File: src/rtl/ifetch_queue_if.sv
// Fetch-unit bus: ICache request/return handshake, redirect strobe and decode-side valid/ready.
interface ifetch_queue_if;
   logic [14:0] ic_addr;
   logic        ic_vld;
   logic        ic_page_spill;
   logic        ic_read;
   logic        ic_data_vld;
   logic [63:0] ic_data;
   logic [14:0] ic_addrout;
   logic        redir_vld;
   logic [14:0] redir_pc;
   logic        instr_vld;
   logic        instr_rdy;
   logic [31:0] instr_out;
   logic [14:0] instr_pc;

   modport master (
      output ic_addr, ic_vld, ic_page_spill, instr_vld, instr_out, instr_pc,
      input  ic_read, ic_data_vld, ic_data, ic_addrout, redir_vld, redir_pc, instr_rdy
   );

   modport slave (
      input  ic_addr, ic_vld, ic_page_spill, instr_vld, instr_out, instr_pc,
      output ic_read, ic_data_vld, ic_data, ic_addrout, redir_vld, redir_pc, instr_rdy
   );
endinterface

File: src/rtl/ifetch_queue.sv
// Sequential line fetcher feeding a DEPTH-line FIFO; a returned line reaches instr_vld one cycle later.
// Backpressure: instr_rdy=0 holds the head; no request issues while every FIFO slot is occupied.
module ifetch_queue #(
   parameter int          DEPTH     = 4,
   parameter logic [14:0] RESET_PC  = 15'h0000,
   parameter int          PAGE_BITS = 9
) (
   input logic           clk,
   input logic           rst,
   ifetch_queue_if.master bus
);
   localparam int PW = $clog2(DEPTH);
   localparam logic [PW:0] DEPTH_C = (PW+1)'(DEPTH);

   typedef enum logic [1:0] {IDLE, REQ, WAIT} state_t;

   typedef struct packed {
      logic [63:0] dat;
      logic [11:0] line;
      logic        start_hi;
   } line_t;

   state_t      state, state_nxt;
   logic [14:0] addr_q, addr_nxt;
   logic        kill_q, kill_nxt;
   logic        shi_q, shi_nxt;
   logic        push;

   line_t       mem [DEPTH];
   line_t       in_line, head;
   logic [PW-1:0] rd_ptr, wr_ptr, rd_nxt;
   logic [PW:0] count, count_nxt;
   logic        half, half_nxt, sel;
   logic        hs, pop, eff_hi;
   logic        vld_q;
   logic [31:0] out_q;
   logic [14:0] pc_q;
   logic        unused_bits;

   assign unused_bits = ^{bus.redir_pc[1:0], bus.ic_addrout[2:0]};

   always_comb begin
      state_nxt = state;
      addr_nxt  = addr_q;
      kill_nxt  = kill_q;
      shi_nxt   = shi_q;
      push      = 1'b0;
      case (state)
         IDLE: if (count != DEPTH_C) state_nxt = REQ;
         REQ:  if (bus.ic_read) state_nxt = WAIT;
         WAIT: if (bus.ic_data_vld) begin
            state_nxt = IDLE;
            if (kill_q) begin
               kill_nxt = 1'b0;
            end else begin
               push     = 1'b1;
               shi_nxt  = 1'b0;
               addr_nxt = addr_q + 15'd8;
            end
         end
         default: state_nxt = IDLE;
      endcase
      // Redirect overrides everything; a request already accepted must still be drained and dropped.
      if (bus.redir_vld) begin
         push     = 1'b0;
         addr_nxt = {bus.redir_pc[14:3], 3'b000};
         shi_nxt  = bus.redir_pc[2];
         case (state)
            REQ: begin
               state_nxt = bus.ic_read ? WAIT : IDLE;
               kill_nxt  = bus.ic_read;
            end
            WAIT: begin
               state_nxt = bus.ic_data_vld ? IDLE : WAIT;
               kill_nxt  = ~bus.ic_data_vld;
            end
            default: state_nxt = IDLE;
         endcase
      end
   end

   assign bus.ic_vld        = (state == REQ);
   assign bus.ic_addr       = addr_q;
   assign bus.ic_page_spill = (state == REQ) && (&addr_q[PAGE_BITS-1:3]);

   assign in_line = '{dat: bus.ic_data, line: bus.ic_addrout[14:3], start_hi: shi_q};
   assign hs      = vld_q & bus.instr_rdy;
   assign eff_hi  = half | mem[rd_ptr].start_hi;
   assign pop     = hs & eff_hi;

   // Outputs are registered, so the next head is chosen from post-update state (bypassing an empty FIFO).
   always_comb begin
      rd_nxt    = rd_ptr + PW'(pop);
      count_nxt = count + (PW+1)'(push) - (PW+1)'(pop);
      half_nxt  = hs ? ~pop : half;
      head      = (count != (PW+1)'(pop)) ? mem[rd_nxt] : in_line;
      sel       = half_nxt | head.start_hi;
   end

   always_ff @(posedge clk or negedge rst) begin
      if (!rst) begin
         state  <= IDLE;
         addr_q <= {RESET_PC[14:3], 3'b000};
         kill_q <= 1'b0;
         shi_q  <= RESET_PC[2];
         rd_ptr <= '0;
         wr_ptr <= '0;
         count  <= '0;
         half   <= 1'b0;
         vld_q  <= 1'b0;
         out_q  <= '0;
         pc_q   <= '0;
      end else begin
         state  <= state_nxt;
         addr_q <= addr_nxt;
         kill_q <= kill_nxt;
         shi_q  <= shi_nxt;
         if (bus.redir_vld) begin
            rd_ptr <= '0;
            wr_ptr <= '0;
            count  <= '0;
            half   <= 1'b0;
            vld_q  <= 1'b0;
         end else begin
            rd_ptr <= rd_nxt;
            wr_ptr <= wr_ptr + PW'(push);
            count  <= count_nxt;
            half   <= half_nxt;
            vld_q  <= (count_nxt != '0);
            if (count_nxt != '0) begin
               out_q <= sel ? head.dat[63:32] : head.dat[31:0];
               pc_q  <= {head.line, sel, 2'b00};
            end
         end
      end
   end

   always_ff @(posedge clk) begin
      if (push) mem[wr_ptr] <= in_line;
   end

   assign bus.instr_vld = vld_q;
   assign bus.instr_out = out_q;
   assign bus.instr_pc  = pc_q;
endmodule

File: src/flat_wrapper.sv
// flat-port wrapper written by rule: the top's interface ports become plain ports
module ifetch_queue_flat 
#(
   parameter int          DEPTH     = 4,
   parameter logic [14:0] RESET_PC  = 15'h0000,
   parameter int          PAGE_BITS = 9
)
  (clk, rst, bus_ic_addr, bus_ic_vld, bus_ic_page_spill, bus_instr_vld, bus_instr_out, bus_instr_pc, bus_ic_read, bus_ic_data_vld, bus_ic_data, bus_ic_addrout, bus_redir_vld, bus_redir_pc, bus_instr_rdy);
  ifetch_queue_if bus_i ();
  input logic clk;
  input logic rst;
  output wire logic [$bits(bus_i.ic_addr)-1:0] bus_ic_addr;
  output wire logic [$bits(bus_i.ic_vld)-1:0] bus_ic_vld;
  output wire logic [$bits(bus_i.ic_page_spill)-1:0] bus_ic_page_spill;
  output wire logic [$bits(bus_i.instr_vld)-1:0] bus_instr_vld;
  output wire logic [$bits(bus_i.instr_out)-1:0] bus_instr_out;
  output wire logic [$bits(bus_i.instr_pc)-1:0] bus_instr_pc;
  input wire logic [$bits(bus_i.ic_read)-1:0] bus_ic_read;
  input wire logic [$bits(bus_i.ic_data_vld)-1:0] bus_ic_data_vld;
  input wire logic [$bits(bus_i.ic_data)-1:0] bus_ic_data;
  input wire logic [$bits(bus_i.ic_addrout)-1:0] bus_ic_addrout;
  input wire logic [$bits(bus_i.redir_vld)-1:0] bus_redir_vld;
  input wire logic [$bits(bus_i.redir_pc)-1:0] bus_redir_pc;
  input wire logic [$bits(bus_i.instr_rdy)-1:0] bus_instr_rdy;
  assign bus_ic_addr = bus_i.ic_addr;
  assign bus_ic_vld = bus_i.ic_vld;
  assign bus_ic_page_spill = bus_i.ic_page_spill;
  assign bus_instr_vld = bus_i.instr_vld;
  assign bus_instr_out = bus_i.instr_out;
  assign bus_instr_pc = bus_i.instr_pc;
  assign bus_i.ic_read = bus_ic_read;
  assign bus_i.ic_data_vld = bus_ic_data_vld;
  assign bus_i.ic_data = bus_ic_data;
  assign bus_i.ic_addrout = bus_ic_addrout;
  assign bus_i.redir_vld = bus_redir_vld;
  assign bus_i.redir_pc = bus_redir_pc;
  assign bus_i.instr_rdy = bus_instr_rdy;
  ifetch_queue #(.DEPTH(DEPTH), .RESET_PC(RESET_PC), .PAGE_BITS(PAGE_BITS)) u_core (.clk(clk), .rst(rst), .bus(bus_i));
endmodule
File: config.mk
export PLATFORM = sky130hd
export DESIGN_NAME = ifetch_queue_flat
export DESIGN_NICKNAME = d
export VERILOG_FILES = /design/src/rtl/ifetch_queue_if.sv /design/src/rtl/ifetch_queue.sv /design/src/flat_wrapper.sv
export SDC_FILE = /design/constraint.sdc
export NUM_CORES = 1
export LEC_CHECK = 0
export BUFFER_PORTS_ARGS = -buffer_cell sky130_fd_sc_hd__buf_2
export CAP_MARGIN = 25
export CORE_MARGIN = 8
export CORE_UTILIZATION = 47
export DETAILED_ROUTE_END_ITERATION = 7
export PLACE_DENSITY = 0.73
export SETUP_SLACK_MARGIN = 0.1
export SLEW_MARGIN = 40
export SYNTH_ARGS = -nofsm -noshare
export SYNTH_HDL_FRONTEND = slang
export SYNTH_SLANG_ARGS = --single-unit
File: constraint.sdc
create_clock -name clk -period 15.65 [get_ports clk]
set_clock_uncertainty 0.15 [all_clocks]
set_input_delay 2.3475 -clock clk [delete_from_list [all_inputs] [get_ports clk]]
set_output_delay 2.3475 -clock clk [all_outputs]
set_load 0.02 [all_outputs]
After elaboration in Yosys (flattened, before gate mapping)
Memory sizes are Yosys's and may differ from the RTL's.
Index checks and enable logic that the tools add are counted.

storage, ports and cells
  bits in writable memories = 308
  bits of input ports = 100
  memories = 1
  output and inout bits = 65
  bits in registers = 73
  word-level logic and storage cells = 75

memory list
  memory      depth  width  rd ports  clocked after memory_dff  wr ports  RTL line            text
  u_core.mem  4      77     2         0                         1         ifetch_queue.sv:29  line_t mem [DEPTH];

operators by class
  eq/ne operators = 8
  reductions and logical operators = 9
  mux-type cells = 34
  $add $sub $neg = 5
  bitwise operators = 7

operators by type and width
  kind                                                 count
  2-to-1 mux 77 bit                                    1
  2-to-1 mux 15 bit                                    4
  2-to-1 mux 32 bit                                    1
  2-to-1 mux 1 bit                                     16
  2-to-1 mux 2 bit                                     8
  adder 15 x 4 -> 15 bit, second input constant        1
  != test 3 bit, second input constant                 2
  one-hot mux 2 bit (3 select lines)                   1
  AND reduction 3 bit                                  2
  AND reduction 6 bit                                  1
  adder 2 x 1 -> 2 bit                                 2
  one-hot mux 2 bit (2 select lines)                   1
  nonzero test 2 bit                                   2
  adder 3 x 1 -> 3 bit                                 1
  2-to-1 mux 3 bit                                     1
  != test 3 x 1 -> 1 bit                               1
  != test 3 x 1 -> 1 bit, second input constant        1
  != test 3 x 2 -> 1 bit, second input constant        1
  inverter 1 bit                                       3
  nonzero test 3 bit                                   1
  subtractor 3 x 1 -> 3 bit                            1
  AND 1 bit                                            2
  equality test 2 x 1 -> 1 bit, second input constant  1
  equality test 2 bit, second input constant           1
  other kinds (6)                                      7

Logic depth before layout (Yosys ltp)
  depth after elaboration = 8
  mapped depth = 21
  depth with buffers taken out = 19

Least setup slack after synthesis
OpenSTA, ideal clock, no wires.

  path type = input to register
  start point = input bus_ic_data_vld
  end point = memory u_core.mem[1][0] (netlist bit) (enable)
  library setup time = 0.623 ns
  required time = 14.877 ns
  cell stages on the path = 5
  path slack = 6.332 ns
  buffers on the path = 0
  arrival time = 8.545 ns
  cell sequence = nand2_1 or2_2 nor2_1 inv_1 nor3b_1

between the ends
  word-level cells in the longest chain between the ends = 5

ends and longest elaborated chain
  item                                    RTL line             text
  start, declared                         flat_wrapper.sv:19   input wire logic [$bits(bus_i.ic_data_vld)-1:0] bus_ic_data_vld;
  2-to-1 mux 1 bit                        ifetch_queue.sv:51   WAIT: if (bus.ic_data_vld) begin
  2-to-1 mux 1 bit                        ifetch_queue.sv:48   case (state)
  2-to-1 mux 1 bit                        ifetch_queue.sv:64   if (bus.redir_vld) begin
  2-to-1 mux 1 bit                        ifetch_queue.sv:139  if (push) mem[wr_ptr] <= in_line;
  2-to-1 mux 1 bit (implied by the code)  ifetch_queue.sv:139
  end, declared                           ifetch_queue.sv:29

Every way passes these cells.

Worst setup path in the final report
  start point = input bus_redir_vld
  end point = register u_core.out_q[29] (netlist: u_core.bus.instr_out[29])

between the ends
  word-level cells in the longest chain between the ends = 5
  elaborated cells on any way between the ends = 6
  those cells by class = add/sub (2); mux (1); bitwise (1); reduce/logical (2)

ends and longest elaborated chain
  item                                    RTL line             text
  start, declared                         flat_wrapper.sv:22   input wire logic [$bits(bus_i.redir_vld)-1:0] bus_redir_vld;
  2-to-1 mux 1 bit                        ifetch_queue.sv:64
  adder 3 x 1 -> 3 bit                    ifetch_queue.sv:94   count_nxt = count + (PW+1)'(push) - (PW+1)'(pop);
  subtractor 3 x 1 -> 3 bit               ifetch_queue.sv:94
  nonzero test 3 bit                      ifetch_queue.sv:130  if (count_nxt != '0) begin
  AND reduction 2 bit (no source line) *  --
  end signal, assigned                    ifetch_queue.sv:131  out_q <= sel ? head.dat[63:32] : head.dat[31:0];
  end, declared                           ifetch_queue.sv:36   logic [31:0] out_q;

Mark *: on every way between the ends. The rest lies on a longest branch, timed or not.
A chain may end at the register's enable or synchronous reset.

==> results.cfg <==
[run_status]
status = completed

[cells_and_area]
multi_input_area_um2 = 4040
area_growth_pct = 16.9
regArea_um2 = 11000
fin_nets = 1151
n_fill_cell = 2537
drive_gt1_share_pct = 30.9
fin_area_um2 = 17800
fin_cells = 1482

[synthesis]
synth_xor_area_share_pct = 0.953
synth_ff_type = edfxtp_1
ys_ff_latch = 378
synth_cell_types = 44
ys_seq_area_share_pct = 72.2
yosysWarnings = 0
yosysTopAreaCell = edfxtp_1
synth_compound_area_share_pct = 5.07
synth_top_family_by_area = multiplexers
synthAdderAreaFrac_pct = 0.788
synth_edf_count = 308
avgSynthCellArea_um2 = 17.3
synth_area_um2 = 15200
synth_mux_area_share_pct = 13.9
synth_top_area_share_pct = 60.7
synth_cells = 880
synthArstFlopShare_pct = 18.5
synth.most_common_cell = edfxtp_1
synth.area.top_cells = edfxtp_1, mux4_2, dfrtp_1
synth_common_cells = edfxtp_1, mux4_2, dfrtp_1
synth_simple_gate_area_share_pct = 5.24

[power_and_ir_drop]
p_total_mw = 2.85
power_density_nw_per_um2 = 160
vdd_drop_max_v = 0.000118
leakagePower_nw = 6.16

[setup_path]
start_kind = primary input
r2r_end = u_core.bus.instr_out[29]
worstRegToRegCells = 20
crit_path_end_kind = register
reg2reg_from = u_core.state[0]
r2r_setup_slack_ns = 10.25
cp_data_required_time_ns = 15.96
critPathMaxFanout = 50
path_class = in2reg
cp.arrival_ns = 6.99

[die]
dieWidth_um = 196
die_area_um2 = 38400
die_h_um = 196
io_pins = 165
fp.coreArea_um2 = 32200
fp-row-count = 66
start_util_pct = 47.3

[drt]
firstDrtPassIters = 4
drtIter0Drc = 673
vias_per_cell = 5.80
drc = 0
avgRoutedWirePerCell_um = 23.2
wirelength_mm = 34.4
ant_nets = 0
vias = 8601

[clock_network]
numClockSinks = 378
cts_tree = yes
hold_buffers = 0
worstSkewPairLatency_ns = 0.52
cts_resized = 0
htree_levels = 2
post-cts-setup-buffers = 0
ctsLongestPathBuffers = 3
cts_made_buffers = 40
clock-root-buffer = clkbuf_16
clk_pin_slew_worst_paths_ns = 0.06

[place]
dp_hpwl_mm = 20.3
dp.cells = 1406
placed_area_um2 = 16500
routabilityCongestion = 0.749
numPortBuffers = 154

[global_routing]
grt_max_degree = 51
grt_pass1_vias = 9069
grt_pass1_wl_mm = 53.2
antenna_found_initial = 6
grt-ovfl-total = 0
track_usage_pct = 18.0

[job]
drv_cap = 0

[sta]
timing.hold.ws_ns = 0.325
fin_crit_ns = 6.68
rsz0062_at_grt = false
tns_ns = 0
maxSlewHeadroom_pct = 44.0
max_freq_mhz = 150
worst_pin_slew_ns = 0.840
setup_viol = 0
hold_viol = 0
slew_violations = 0
period_share_pct = 42.7

[hold_path]
hold_end = u_core.bus.instr_pc[2]
min-delay-start = u_core.bus.instr_pc[2]
hold_path_class = reg2reg
whs_path_depth = 2
-- sequential cells by signal, indices dropped and copies added (netlist names) --
name and count:
u_core.kill_q 1, u_core.bus.instr_pc 13, u_core.shi_q 1, u_core.bus.ic_addr 12
u_core.half 1, u_core.bus.instr_out 32, u_core.state 2, u_core.wr_ptr 2
u_core.rd_ptr 2, u_core.count 3, u_core.bus.instr_vld 1, u_core.mem 308
-- per-layer routing --
metal / up-vias / wire length, µm / GRT usage, %
met2: 307 / 16600 / 29.5
met1: 4424 / 14600 / 23.5
met4: 10 / 650 / 5.22
met5: - / 63 / 0
met3: 60 / 2450 / 4.47
li1: 3800 / - / -
-- worst max-delay path by stage --
stage	cells after the start	to	startpoint	slack, ns
floorplan	5	u_core.mem[1][0]	bus_ic_data_vld	6.33
global placement	17	u_core.bus.instr_out[29]	bus_redir_vld	8.20
detailed placement	17	u_core.bus.instr_out[29]	bus_redir_vld	8.45
CTS	17	u_core.bus.instr_out[29]	bus_redir_vld	8.99
global route	17	u_core.bus.instr_out[27]	bus_redir_vld	8.59
finish	17	u_core.bus.instr_out[29]	bus_redir_vld	8.97
-- where the power goes --
part           internal (mW)  switching, mW  total, mW
Combinational          0.269          0.448      0.718
Sequential              1.17         0.0464       1.22
Clock                  0.540          0.368      0.907
Total                   1.98          0.863       2.85
-- critical path, cell delays in order --
cell,delay (ns)
buf_2,0.50
nor2_1,0.20
inv_1,0.17
ha_1,0.25
inv_1,0.05
ha_1,0.12
inv_1,0.05
fa_1,0.39
xnor3_1,0.20
nand2_1,0.09
nand2_1,0.35
inv_4,0.60
and2_1,0.77
buf_4,0.41
nand3b_1,0.11
o21ai_0,0.19
a221o_1,0.13
-- per-stage QoR --
| step | util [%] | setup WS (ns) |
|---|---|---|
| final | 55.3 | 8.97 |
| after global routing | 55.3 | 8.59 |
| after CTS | 55.2 | 8.99 |
| after detailed placement | 51.3 | 8.45 |
| after global placement | 51.1 | 8.20 |
| after floorplan | - | 6.33 |
-- kinds of logic after synthesis --
kind of cell / count (synthesis)
AOI/OAI and AO/OA: 126
DFF: 378
and+or+nand+nor: 174
xor gates and xnor gates: 15
buffers and inverters: 64
adders and majority gates: 9
other: 1
muxes: 113
-- placed cells by master (no fill, tap or decap), types with 2 or more instances in the layout --
master     synthesis  routed
xnor2_1            5       4
inv_6              0       3
clkinv_1           0       3
mux4_2            78      78
edfxtp_1         308     308
nor2_1            46      45
clkbuf_1          41      16
buf_2              4     153
mux2_2            11      11
nand2b_1           3       3
ha_1               8       7
nand4_1            3       3
clkbuf_16          0      41
xor2_1             9       8
a221o_1           11      11
nor3_1            22      21
inv_1              7       6
and4_1             2       2
a21oi_1           26      26
nand3b_1          12      12
o21ai_0           46      46
nor2b_1            6       6
clkinv_2           0       6
nand2_1           67      66
and3_1             4       3
buf_12             0       2
or2_2              2       2
conb_1             1       5
and2_1             3       2
mux2i_1           24      24
buf_4              6      16
nand3_1            2       2
dfrtp_1           70      70
bufinv_16          0       3
a31oi_1           33      33
-- area by class of cell --
type | count | share of cell area [%]
Sequential cell | 378 | 61.8
Multi-Input combinational cell | 442 | 22.7
Clock buffer | 58 | 6.18
Timing Repair Buffer | 173 | 5.42
Tap cell | 408 | 2.87
Clock inverter | 15 | 0.885
Inverter | 7 | 0.162
Antenna cell | 1 | 0.0141
(Power assumes the default switching activity.)
